==> config.mk <==
export PLATFORM = sky130hd
export DESIGN_NAME = apb_master_bridge
export DESIGN_NICKNAME = d
export VERILOG_FILES = /design/src/rtl/apb_master_bridge_pkg.sv /design/src/rtl/apb_master_bridge_cmd_fifo.sv /design/src/rtl/apb_master_bridge.sv
export SDC_FILE = /design/constraint.sdc
export NUM_CORES = 1
export LEC_CHECK = 0
export CORE_ASPECT_RATIO = 0.7
export CORE_MARGIN = 5
export CORE_UTILIZATION = 42
export CTS_CLUSTER_SIZE = 10
export DETAILED_ROUTE_END_ITERATION = 16
export PLACE_DENSITY_LB_ADDON = 0.12
export SYNTH_ARGS = -nofsm -noshare
export SYNTH_HDL_FRONTEND = slang
export SYNTH_HIERARCHICAL = 1
export SYNTH_SLANG_ARGS = --single-unit
==> constraint.sdc <==
create_clock -name pclk -period 5.33 [get_ports pclk]
set_input_delay 0.533 -clock pclk [delete_from_list [all_inputs] [get_ports pclk]]
set_output_delay 0.533 -clock pclk [all_outputs]
set_load 0.005 [all_outputs]
==> src/rtl/apb_master_bridge_pkg.sv <==
// Shared types and default widths for the APB master bridge.
package apb_pkg;

    localparam int APB_ADDR_WIDTH_DEF = 32;
    localparam int APB_DATA_WIDTH_DEF = 32;

    typedef enum logic [1:0] {
        IDLE   = 2'd0,
        SETUP  = 2'd1,
        ACCESS = 2'd2
    } apb_state_e;

endpackage

==> src/rtl/apb_master_bridge_cmd_fifo.sv <==
// Command FIFO for the APB master bridge: registered not_full/empty flags,
// no fall-through (an entry pushed at one edge is poppable at the next).
module apb_cmd_fifo #(
    parameter int WIDTH = 65,
    parameter int DEPTH = 4
) (
    input  logic             clk,
    input  logic             rst_n,
    input  logic             push,
    input  logic [WIDTH-1:0] push_data,
    input  logic             pop,
    output logic [WIDTH-1:0] pop_data,
    output logic             not_full,
    output logic             empty
);
    localparam int              PTR_W     = $clog2(DEPTH);
    localparam logic [PTR_W:0]  DEPTH_C   = (PTR_W + 1)'(DEPTH);
    localparam logic [PTR_W:0]  CNT_ONE   = {{PTR_W{1'b0}}, 1'b1};
    localparam logic [PTR_W-1:0] PTR_ONE  = {{(PTR_W - 1){1'b0}}, 1'b1};

    logic [WIDTH-1:0] mem_r [DEPTH];
    logic [PTR_W-1:0] wr_ptr_r;
    logic [PTR_W-1:0] rd_ptr_r;
    logic [PTR_W:0]   count_r;
    logic [PTR_W:0]   count_s;
    logic             not_full_r;
    logic             empty_r;
    logic             push_s;
    logic             pop_s;

    // Qualified push/pop and next occupancy.
    always_comb begin
        push_s = push && not_full_r;
        pop_s  = pop && !empty_r;
        case ({push_s, pop_s})
            2'b10:   count_s = count_r + CNT_ONE;
            2'b01:   count_s = count_r - CNT_ONE;
            default: count_s = count_r;
        endcase
    end

    // Pointers, occupancy and registered flags.
    always_ff @(posedge clk or negedge rst_n) begin
        if (!rst_n) begin
            wr_ptr_r   <= {PTR_W{1'b0}};
            rd_ptr_r   <= {PTR_W{1'b0}};
            count_r    <= {(PTR_W + 1){1'b0}};
            not_full_r <= 1'b1;
            empty_r    <= 1'b1;
        end else begin
            if (push_s) begin
                wr_ptr_r <= wr_ptr_r + PTR_ONE;
            end
            if (pop_s) begin
                rd_ptr_r <= rd_ptr_r + PTR_ONE;
            end
            count_r    <= count_s;
            not_full_r <= (count_s != DEPTH_C);
            empty_r    <= (count_s == {(PTR_W + 1){1'b0}});
        end
    end

    // Storage array; contents need no reset because the flags guard reads.
    always_ff @(posedge clk) begin
        if (push_s) begin
            mem_r[wr_ptr_r] <= push_data;
        end
    end

    assign pop_data = mem_r[rd_ptr_r];
    assign not_full = not_full_r;
    assign empty    = empty_r;

endmodule

==> src/rtl/apb_master_bridge.sv <==
// APB3 initiator: buffered valid/ready commands in, one response per command out.
// Optional ACCESS-phase bus-hang timeout is enabled with `define APB_TIMEOUT_EN.
module apb_master_bridge
    import apb_pkg::*;
#(
    parameter int ADDR_WIDTH     = APB_ADDR_WIDTH_DEF,
    parameter int DATA_WIDTH     = APB_DATA_WIDTH_DEF,
    parameter int CMD_DEPTH      = 4,
    parameter int TIMEOUT_CYCLES = 256
) (
    input  logic                  pclk,
    input  logic                  preset_n,
    input  logic                  req_valid,
    output logic                  req_ready,
    input  logic [ADDR_WIDTH-1:0] req_addr,
    input  logic                  req_write,
    input  logic [DATA_WIDTH-1:0] req_wdata,
    output logic                  rsp_valid,
    input  logic                  rsp_ready,
    output logic [DATA_WIDTH-1:0] rsp_rdata,
    output logic                  rsp_write,
    output logic                  rsp_err,
    output logic [ADDR_WIDTH-1:0] paddr,
    output logic                  psel,
    output logic                  penable,
    output logic                  pwrite,
    output logic [DATA_WIDTH-1:0] pwdata,
    input  logic                  pready,
    input  logic [DATA_WIDTH-1:0] prdata
);
    localparam int CMD_W = ADDR_WIDTH + 1 + DATA_WIDTH;

    apb_state_e            state_r, state_s;
    logic [CMD_W-1:0]      fifo_rdata_s;
    logic                  fifo_not_full_s;
    logic                  fifo_empty_s;
    logic                  fifo_push_s;
    logic                  fifo_pop_s;
    logic                  start_s;
    logic                  timeout_s;

    logic                  psel_r, psel_s;
    logic                  penable_r, penable_s;
    logic [ADDR_WIDTH-1:0] paddr_r, paddr_s;
    logic                  pwrite_r, pwrite_s;
    logic [DATA_WIDTH-1:0] pwdata_r, pwdata_s;
    logic                  rsp_valid_r, rsp_valid_s;
    logic [DATA_WIDTH-1:0] rsp_rdata_r, rsp_rdata_s;
    logic                  rsp_write_r, rsp_write_s;
    logic                  rsp_err_r, rsp_err_s;

    assign fifo_push_s = req_valid && fifo_not_full_s;
    // A transfer may start only if the response slot is free by the same edge.
    assign start_s     = !fifo_empty_s && (!rsp_valid_r || rsp_ready);
    assign fifo_pop_s  = (state_r == IDLE) && start_s;

    apb_cmd_fifo #(
        .WIDTH (CMD_W),
        .DEPTH (CMD_DEPTH)
    ) u_cmd_fifo (
        .clk       (pclk),
        .rst_n     (preset_n),
        .push      (fifo_push_s),
        .push_data ({req_addr, req_write, req_wdata}),
        .pop       (fifo_pop_s),
        .pop_data  (fifo_rdata_s),
        .not_full  (fifo_not_full_s),
        .empty     (fifo_empty_s)
    );

`ifdef APB_TIMEOUT_EN
    localparam int              TMO_W    = (TIMEOUT_CYCLES > 2) ? $clog2(TIMEOUT_CYCLES) : 1;
    localparam logic [TMO_W-1:0] TMO_LAST = TMO_W'(TIMEOUT_CYCLES - 1);
    localparam logic [TMO_W-1:0] TMO_ONE  = {{(TMO_W - 1){1'b0}}, 1'b1};

    logic [TMO_W-1:0] tmo_cnt_r;

    // ACCESS wait-state counter, cleared while in SETUP.
    always_ff @(posedge pclk or negedge preset_n) begin
        if (!preset_n) begin
            tmo_cnt_r <= {TMO_W{1'b0}};
        end else if (state_r == SETUP) begin
            tmo_cnt_r <= {TMO_W{1'b0}};
        end else if ((state_r == ACCESS) && !pready) begin
            tmo_cnt_r <= tmo_cnt_r + TMO_ONE;
        end
    end

    assign timeout_s = (state_r == ACCESS) && !pready && (tmo_cnt_r == TMO_LAST);
`else
    logic unused_tmo_s;
    assign unused_tmo_s = ^TIMEOUT_CYCLES;
    assign timeout_s    = 1'b0;
`endif

    // Next-state logic.
    always_comb begin
        state_s = state_r;
        case (state_r)
            IDLE: begin
                if (start_s) begin
                    state_s = SETUP;
                end else begin
                    state_s = IDLE;
                end
            end
            SETUP: state_s = ACCESS;
            ACCESS: begin
                if (pready || timeout_s) begin
                    state_s = IDLE;
                end else begin
                    state_s = ACCESS;
                end
            end
            default: state_s = IDLE;
        endcase
    end

    // Next values of the registered bus and response outputs.
    always_comb begin
        psel_s      = psel_r;
        penable_s   = penable_r;
        paddr_s     = paddr_r;
        pwrite_s    = pwrite_r;
        pwdata_s    = pwdata_r;
        if (rsp_valid_r && rsp_ready) begin
            rsp_valid_s = 1'b0;
            rsp_rdata_s = {DATA_WIDTH{1'b0}};
            rsp_write_s = 1'b0;
            rsp_err_s   = 1'b0;
        end else begin
            rsp_valid_s = rsp_valid_r;
            rsp_rdata_s = rsp_rdata_r;
            rsp_write_s = rsp_write_r;
            rsp_err_s   = rsp_err_r;
        end
        case (state_r)
            IDLE: begin
                penable_s = 1'b0;
                if (start_s) begin
                    psel_s   = 1'b1;
                    paddr_s  = fifo_rdata_s[CMD_W-1 -: ADDR_WIDTH];
                    pwrite_s = fifo_rdata_s[DATA_WIDTH];
                    pwdata_s = fifo_rdata_s[DATA_WIDTH-1:0];
                end else begin
                    psel_s = 1'b0;
                end
            end
            SETUP: begin
                psel_s    = 1'b1;
                penable_s = 1'b1;
            end
            ACCESS: begin
                if (pready || timeout_s) begin
                    psel_s      = 1'b0;
                    penable_s   = 1'b0;
                    rsp_valid_s = 1'b1;
                    rsp_write_s = pwrite_r;
                    rsp_err_s   = !pready;
                    rsp_rdata_s = (pready && !pwrite_r) ? prdata : {DATA_WIDTH{1'b0}};
                end else begin
                    psel_s    = 1'b1;
                    penable_s = 1'b1;
                end
            end
            default: begin
                psel_s    = 1'b0;
                penable_s = 1'b0;
            end
        endcase
    end

    // State and output registers.
    always_ff @(posedge pclk or negedge preset_n) begin
        if (!preset_n) begin
            state_r     <= IDLE;
            psel_r      <= 1'b0;
            penable_r   <= 1'b0;
            paddr_r     <= {ADDR_WIDTH{1'b0}};
            pwrite_r    <= 1'b0;
            pwdata_r    <= {DATA_WIDTH{1'b0}};
            rsp_valid_r <= 1'b0;
            rsp_rdata_r <= {DATA_WIDTH{1'b0}};
            rsp_write_r <= 1'b0;
            rsp_err_r   <= 1'b0;
        end else begin
            state_r     <= state_s;
            psel_r      <= psel_s;
            penable_r   <= penable_s;
            paddr_r     <= paddr_s;
            pwrite_r    <= pwrite_s;
            pwdata_r    <= pwdata_s;
            rsp_valid_r <= rsp_valid_s;
            rsp_rdata_r <= rsp_rdata_s;
            rsp_write_r <= rsp_write_s;
            rsp_err_r   <= rsp_err_s;
        end
    end

    assign req_ready = fifo_not_full_s;
    assign psel      = psel_r;
    assign penable   = penable_r;
    assign paddr     = paddr_r;
    assign pwrite    = pwrite_r;
    assign pwdata    = pwdata_r;
    assign rsp_valid = rsp_valid_r;
    assign rsp_rdata = rsp_rdata_r;
    assign rsp_write = rsp_write_r;
    assign rsp_err   = rsp_err_r;

endmodule
==> results of run 1 <==
-- worst paths after layout --
| kind | from | to | slack [ps] | cells after the start |
|---|---|---|---|---|
| setup / recovery | rsp_ready | register | 2200 | 11 |
| hold / removal | preset_n | paddr[5]$_DFFE_PN0P_ | 440 | 2 |
| setup reg to reg | state_r[0]$_DFF_PN0_ | register | 2220 | 11 |
| hold reg to reg | rsp_write$_DFF_PN0_ | rsp_write$_DFF_PN0_ | 490 | 1 |
| max in group asynchronous | preset_n | u_cmd_fifo/rd_ptr_r[1]$_DFFE_PN0P_ | 3590 | 3 |
| min in group pclk | rsp_write$_DFF_PN0_ | rsp_write$_DFF_PN0_ | 490 | 1 |
-- worst max-delay path: stages --
cell             delay [ps]
clkdlybuf4s50_1         510
nand2b_4                150
nand3b_2                100
inv_4                   460
nor2b_1                 350
ha_1                    250
inv_1                    70
fa_1                    440
xor2_1                  170
o21a_1                  200
or2_2                   300
-- Yosys cell counts, types with 4 or more instances --
master / number
ha_1: 9
buf_8: 4
inv_1: 8
nand2_1: 5
buf_12: 4
a22o_1: 32
mux4_2: 65
mux2_4: 39
dfrtp_1: 111
and3_1: 4
edfxtp_1: 260
mux2_2: 27
buf_2: 13
-- kinds of logic after synthesis --
family / synth area share, %
flip-flops: 76.4
multiplexers: 16.9
AO/OA/AOI/OAI: 2.38
buffers and inverters: 2.09
AND/OR/NAND/NOR: 0.988
adder cells (fa/ha/maj): 0.952
XOR/XNOR: 0.314
-- stage by stage --
stage,utilization (%),instance area (um2),std cells,hold slack (ps),setup slack [ps]
CTS,54.0,17600,1303,413,2210
global placement,50.1,16300,1227,421,1760
global route,54.0,17600,1303,446,2000
detailed placement,50.1,16300,1227,434,1660
finish,54.0,17600,1303,437,2200
floorplan,-,13900,618,237,2570
-- layout make-up --
class / count / area (um2)
fill: 2538 / 15000
sequential: 373 / 10600
multi-input combinational: 208 / 3020
timing repair buffer: 211 / 2090
clock buffer: 74 / 1230
tap: 427 / 534
inverter: 9 / 36.3
clock inverter: 1 / 5.00
-- layer usage --
layer	track usage [%]	up-vias
li1	-	2943
met1	21.2	3564
met2	27.2	161
met3	3.66	56
met4	4.05	2
met5	0	-
-- power by group --
part           switching (W)  internal (W)
registers           0.000584       0.00398
clock network        0.00105       0.00156
logic                0.00116       0.00201
-- what timing repair did --
item                                    4_1_cts  5_1_grt
gates resized for setup                       0        0
hold buffers                                  1        0
endpoints found under the hold margin        17        0
endpoints found under the setup margin        0        0
setup buffers                                 0        0
-- flip-flops by register name, summed over array words and instances (netlist names), 2 cells and up, named ones only --
signal and flops:
paddr 32, pwdata 32, rsp_rdata 32, state_r 2, u_cmd_fifo/count_r 2, u_cmd_fifo/mem_r 260, u_cmd_fifo/rd_ptr_r 2, u_cmd_fifo/wr_ptr_r 2
==> impl_metrics.json, run 1 <==
{
  "synth_area_mm2": 0.0139,
  "critPathArrivalTime_ps": 3530,
  "cts_tree": "built",
  "hp-class": "primary input to asynchronous set/reset pin",
  "crit_fanout": 31,
  "yosys.cell_types.count": 36,
  "finalCriticalPeriod_ps": 3130,
  "dr.pass1.iters": 6,
  "first_global_vias": 7691,
  "wl_met1_um": 12200,
  "ys.warnings.count": 6,
  "via_count": 6726,
  "vias_per_cell": 5.16,
  "required_ps": 5730,
  "synthToLayoutAreaGrowth_pct": 26.2,
  "layout_commonest_cell": "edfxtp_1",
  "synth_area_leaders": "edfxtp_1 (56%), dfrtp_1 (20%), mux4_2 (11%), mux2_4 (4.2%), mux2_2 (2.2%)",
  "drive_above_1_share_pct": 22.6,
  "synth_flop_cell": "edfxtp_1",
  "nNetsFinal": 958,
  "h-tree-depth": 2,
  "fp.dieH_um": 162,
  "dr_wl_met2_um": 14800,
  "start_util_pct": 42.8,
  "postSynthAreaPerCell_um2": 22.5,
  "slew_headroom_pct": 18.8,
  "clockBufferDepth": 3,
  "worst_ir_drop_vdd_uv": 252,
  "grt_overflow": 0,
  "synth_area_leader_cell": "edfxtp_1",
  "routed_wl_um": 29200,
  "ys_async_sr_fraction_pct": 30.3,
  "post_drt_wl_per_cell_um": 22.4,
  "ys_seq_area_share_pct": 76.4,
  "wl_met3_um": 1510,
  "dieWidth_um": 228,
  "power.total_w": 0.0103,
  "synth_edf_count": 260,
  "cts.reportedPaths.clkPinSlew_ps": 50,
  "drt_iter0_markers": 401,
  "ant_nets": 0,
  "insertion_delay_ps": 530,
  "grt_start_max_net_pins": 69,
  "fin_tns_setup_ps": 0,
  "drv_cap": 0,
  "critPathLaunchType": "primary input",
  "fin_crit_sh_pct": 58.7,
  "clock-root-buffer": "clkbuf_16",
  "outcome": "completed",
  "num_rows": 55,
  "netlist_instances": 618,
  "pin_count": 205,
  "syn_nets": 730,
  "hpwl_um": 17200,
  "place.gp.congestion": 0.710,
  "hold_viol_final": 0,
  "core_mm2": 0.0326,
  "fp.dieArea_mm2": 0.0370,
  "finalSetupViolCount": 0,
  "clock-sinks": 373,
  "numCtsBuffers": 43,
  "fmax_mhz": 319,
  "gr-usage-all-layers_pct": 16.0,
  "finClkSkew_ps": 17.5,
  "tightest_slew_ps": 1220,
  "power.density_mw_per_mm2": 589,
  "path_class": "primary input to register",
  "grt_pass1_wl_um": 45300,
  "antenna_found_initial": 1,
  "mostFrequentLayoutCells": "edfxtp_1 (260), clkdlybuf4s50_1 (203), dfrtp_1 (109), mux4_2 (65), clkbuf_16 (45)",
  "rsz0062_at_grt": "no",
  "diodes": 0,
  "yosysTopAreaCellShare_pct": 56.1,
  "drc_errors": 0,
  "crit_path_end_kind": "register",
  "maxUsedRoutingLayer": "met5",
  "port_buffers": 204,
  "leakage_nw": 6.32,
  "synth_seq_cells": 373,
  "slew_viol_final": 0
}
(Power assumes the default switching activity.)
==> run 2: changes to the inputs <==
==> constraint.sdc (replaced) <==
create_clock -name pclk -period 2.81 [get_ports pclk]
set_input_delay 0.281 -clock pclk [delete_from_list [all_inputs] [get_ports pclk]]
set_output_delay 0.281 -clock pclk [all_outputs]
set_load 0.005 [all_outputs]
==> run 2 against run 1 <==
Clock skew shrank 6.3 ps. Largest power group unchanged. Critical path depth is the same. Non-clock buffer count grew 17. Sequential power rose by 84%. Final cell count is 1.4% higher.
==> impl_metrics.json, run 2 (synthesis gave the netlist of run 1 again) <==
{
  "outcome": "completed",
  "crit_fanout": 3,
  "core_mm2": 0.0326,
  "hold_slack_ps": 321,
  "top_register": "u_cmd_fifo/mem_r",
  "nNetsFinal": 975,
  "diodes": 0,
  "pin_count": 205,
  "clock-sinks": 373,
  "num_rows": 55,
  "slew_viol_final": 0,
  "dieWidth_um": 228,
  "required_ps": 3220,
  "fin_tns_setup_ps": 0,
  "fin_area_mm2": 0.0178,
  "via_count": 6782,
  "first_global_vias": 7590,
  "clockBufferDepth": 3,
  "h-tree-depth": 2,
  "finalCriticalPeriod_ps": 2550,
  "ant_nets": 0,
  "rsz0062_at_grt": "no",
  "start_util_pct": 42.8,
  "cts.reportedPaths.clkPinSlew_ps": 50,
  "post_drt_wl_per_cell_um": 22.7,
  "finClkSkew_ps": 11.2,
  "hold_viol_final": 0,
  "hp-class": "primary input to asynchronous set/reset pin",
  "finalSetupViolCount": 0,
  "cts_hold_buf": 1,
  "drc_errors": 0,
  "largest_reg_flops": 260,
  "crit_path_end_kind": "register",
  "fp.dieH_um": 162,
  "synthToLayoutAreaGrowth_pct": 27.9,
  "place.gp.congestion": 0.739,
  "clock-root-buffer": "clkbuf_16",
  "antenna_found_initial": 1,
  "fp.dieArea_mm2": 0.0370,
  "critPathLaunchType": "register",
  "numCtsBuffers": 43,
  "vias_per_cell": 5.13,
  "dr.pass1.iters": 4,
  "tightest_slew_ps": 664,
  "layout_commonest_cell": "edfxtp_1",
  "path_class": "register to register",
  "drt_iter0_markers": 488,
  "port_buffers": 204,
  "hpwl_um": 18500,
  "leakage_nw": 6.44,
  "drive_above_1_share_pct": 24.2,
  "fmax_mhz": 392,
  "fin_crit_sh_pct": 90.8,
  "cts-resized-gates": 0,
  "post_cts.repair.setup_buffers": 0,
  "mostFrequentLayoutCells": "edfxtp_1 (260), clkdlybuf4s50_1 (203), dfrtp_1 (109), mux4_2 (65), clkbuf_16 (45)",
  "routed_wl_um": 30000,
  "grt_pass1_wl_um": 45700,
  "worst_ir_drop_vdd_uv": 688,
  "grt_overflow": 0,
  "finalNonFillerCells": 1321,
  "power.total_w": 0.0199,
  "critPathArrivalTime_ps": 2960,
  "slew_headroom_pct": 55.7,
  "insertion_delay_ps": 530,
  "grt_start_max_net_pins": 54,
  "cts_tree": "built",
  "drv_cap": 0,
  "dpl_cell_area_mm2": 0.0165,
  "dp.cells": 1244,
  "gr-usage-all-layers_pct": 16.3,
  "power.density_mw_per_mm2": 1120
}
## run 2: final timing paths
path | start | slack, ps | to | depth (start not counted)
worst min-delay path | preset_n | 320 | paddr[6]$_DFFE_PN0P_ | 2
worst max register to register | state_r[1]$_DFF_PN0_ | 260 | register | 11
worst min register to register | rsp_err$_DFF_PN0_ | 490 | rsp_err$_DFF_PN0_ | 1
worst max-delay path | state_r[1]$_DFF_PN0_ | 260 | register | 11
max in group asynchronous | preset_n | 1620 | pwdata[23]$_DFFE_PN0P_ | 3
min in group pclk | prdata[4] | 350 | rsp_rdata[4]$_DFF_PN0_ | 2
## run 2: final cells by class
class / count / area [um2]
tap: 427 / 534
sequential: 373 / 10600
clock buffer: 75 / 1250
multi-input combinational: 208 / 3020
clock inverter: 1 / 5.00
timing repair buffer: 228 / 2320
inverter: 9 / 36.3
fill: 2497 / 14700
## run 2: per-layer routing
metal	global-route usage [%]	wire length, um	part of all wire (%)
met5	0	20	0.067
met3	3.86	1400	4.7
met1	21.9	12800	43
met2	26.8	15300	51
met4	4.43	538	1.8
## run 2: per-stage QoR
stage / util (%) / setup WS (ps)
after floorplan: - / 66.0
after global placement: 50.8 / 105
after detailed placement: 50.8 / -29.2
after CTS: 54.7 / 257
after global routing: 54.7 / 127
final: 54.7 / 260
## run 2: critical path, stage by stage, from the launching register on
cell and delay, ps:
dfrtp_1 410, inv_1 90, ha_1 170, nand3b_2 110, inv_4 70, nor2b_1 220
ha_1 210, inv_1 60, fa_1 430, xor2_1 180, o21a_1 190, or2_2 300
## run 2: where the power goes
part / leakage (nW) / internal [W] / total [W] / switching, W
Sequential: 3.76 / 0.00754 / 0.00841 / 0.000874
Clock: 0.600 / 0.00298 / 0.00501 / 0.00202
Combinational: 2.08 / 0.00401 / 0.00651 / 0.00250
Total: 6.44 / 0.0145 / 0.0199 / 0.00540
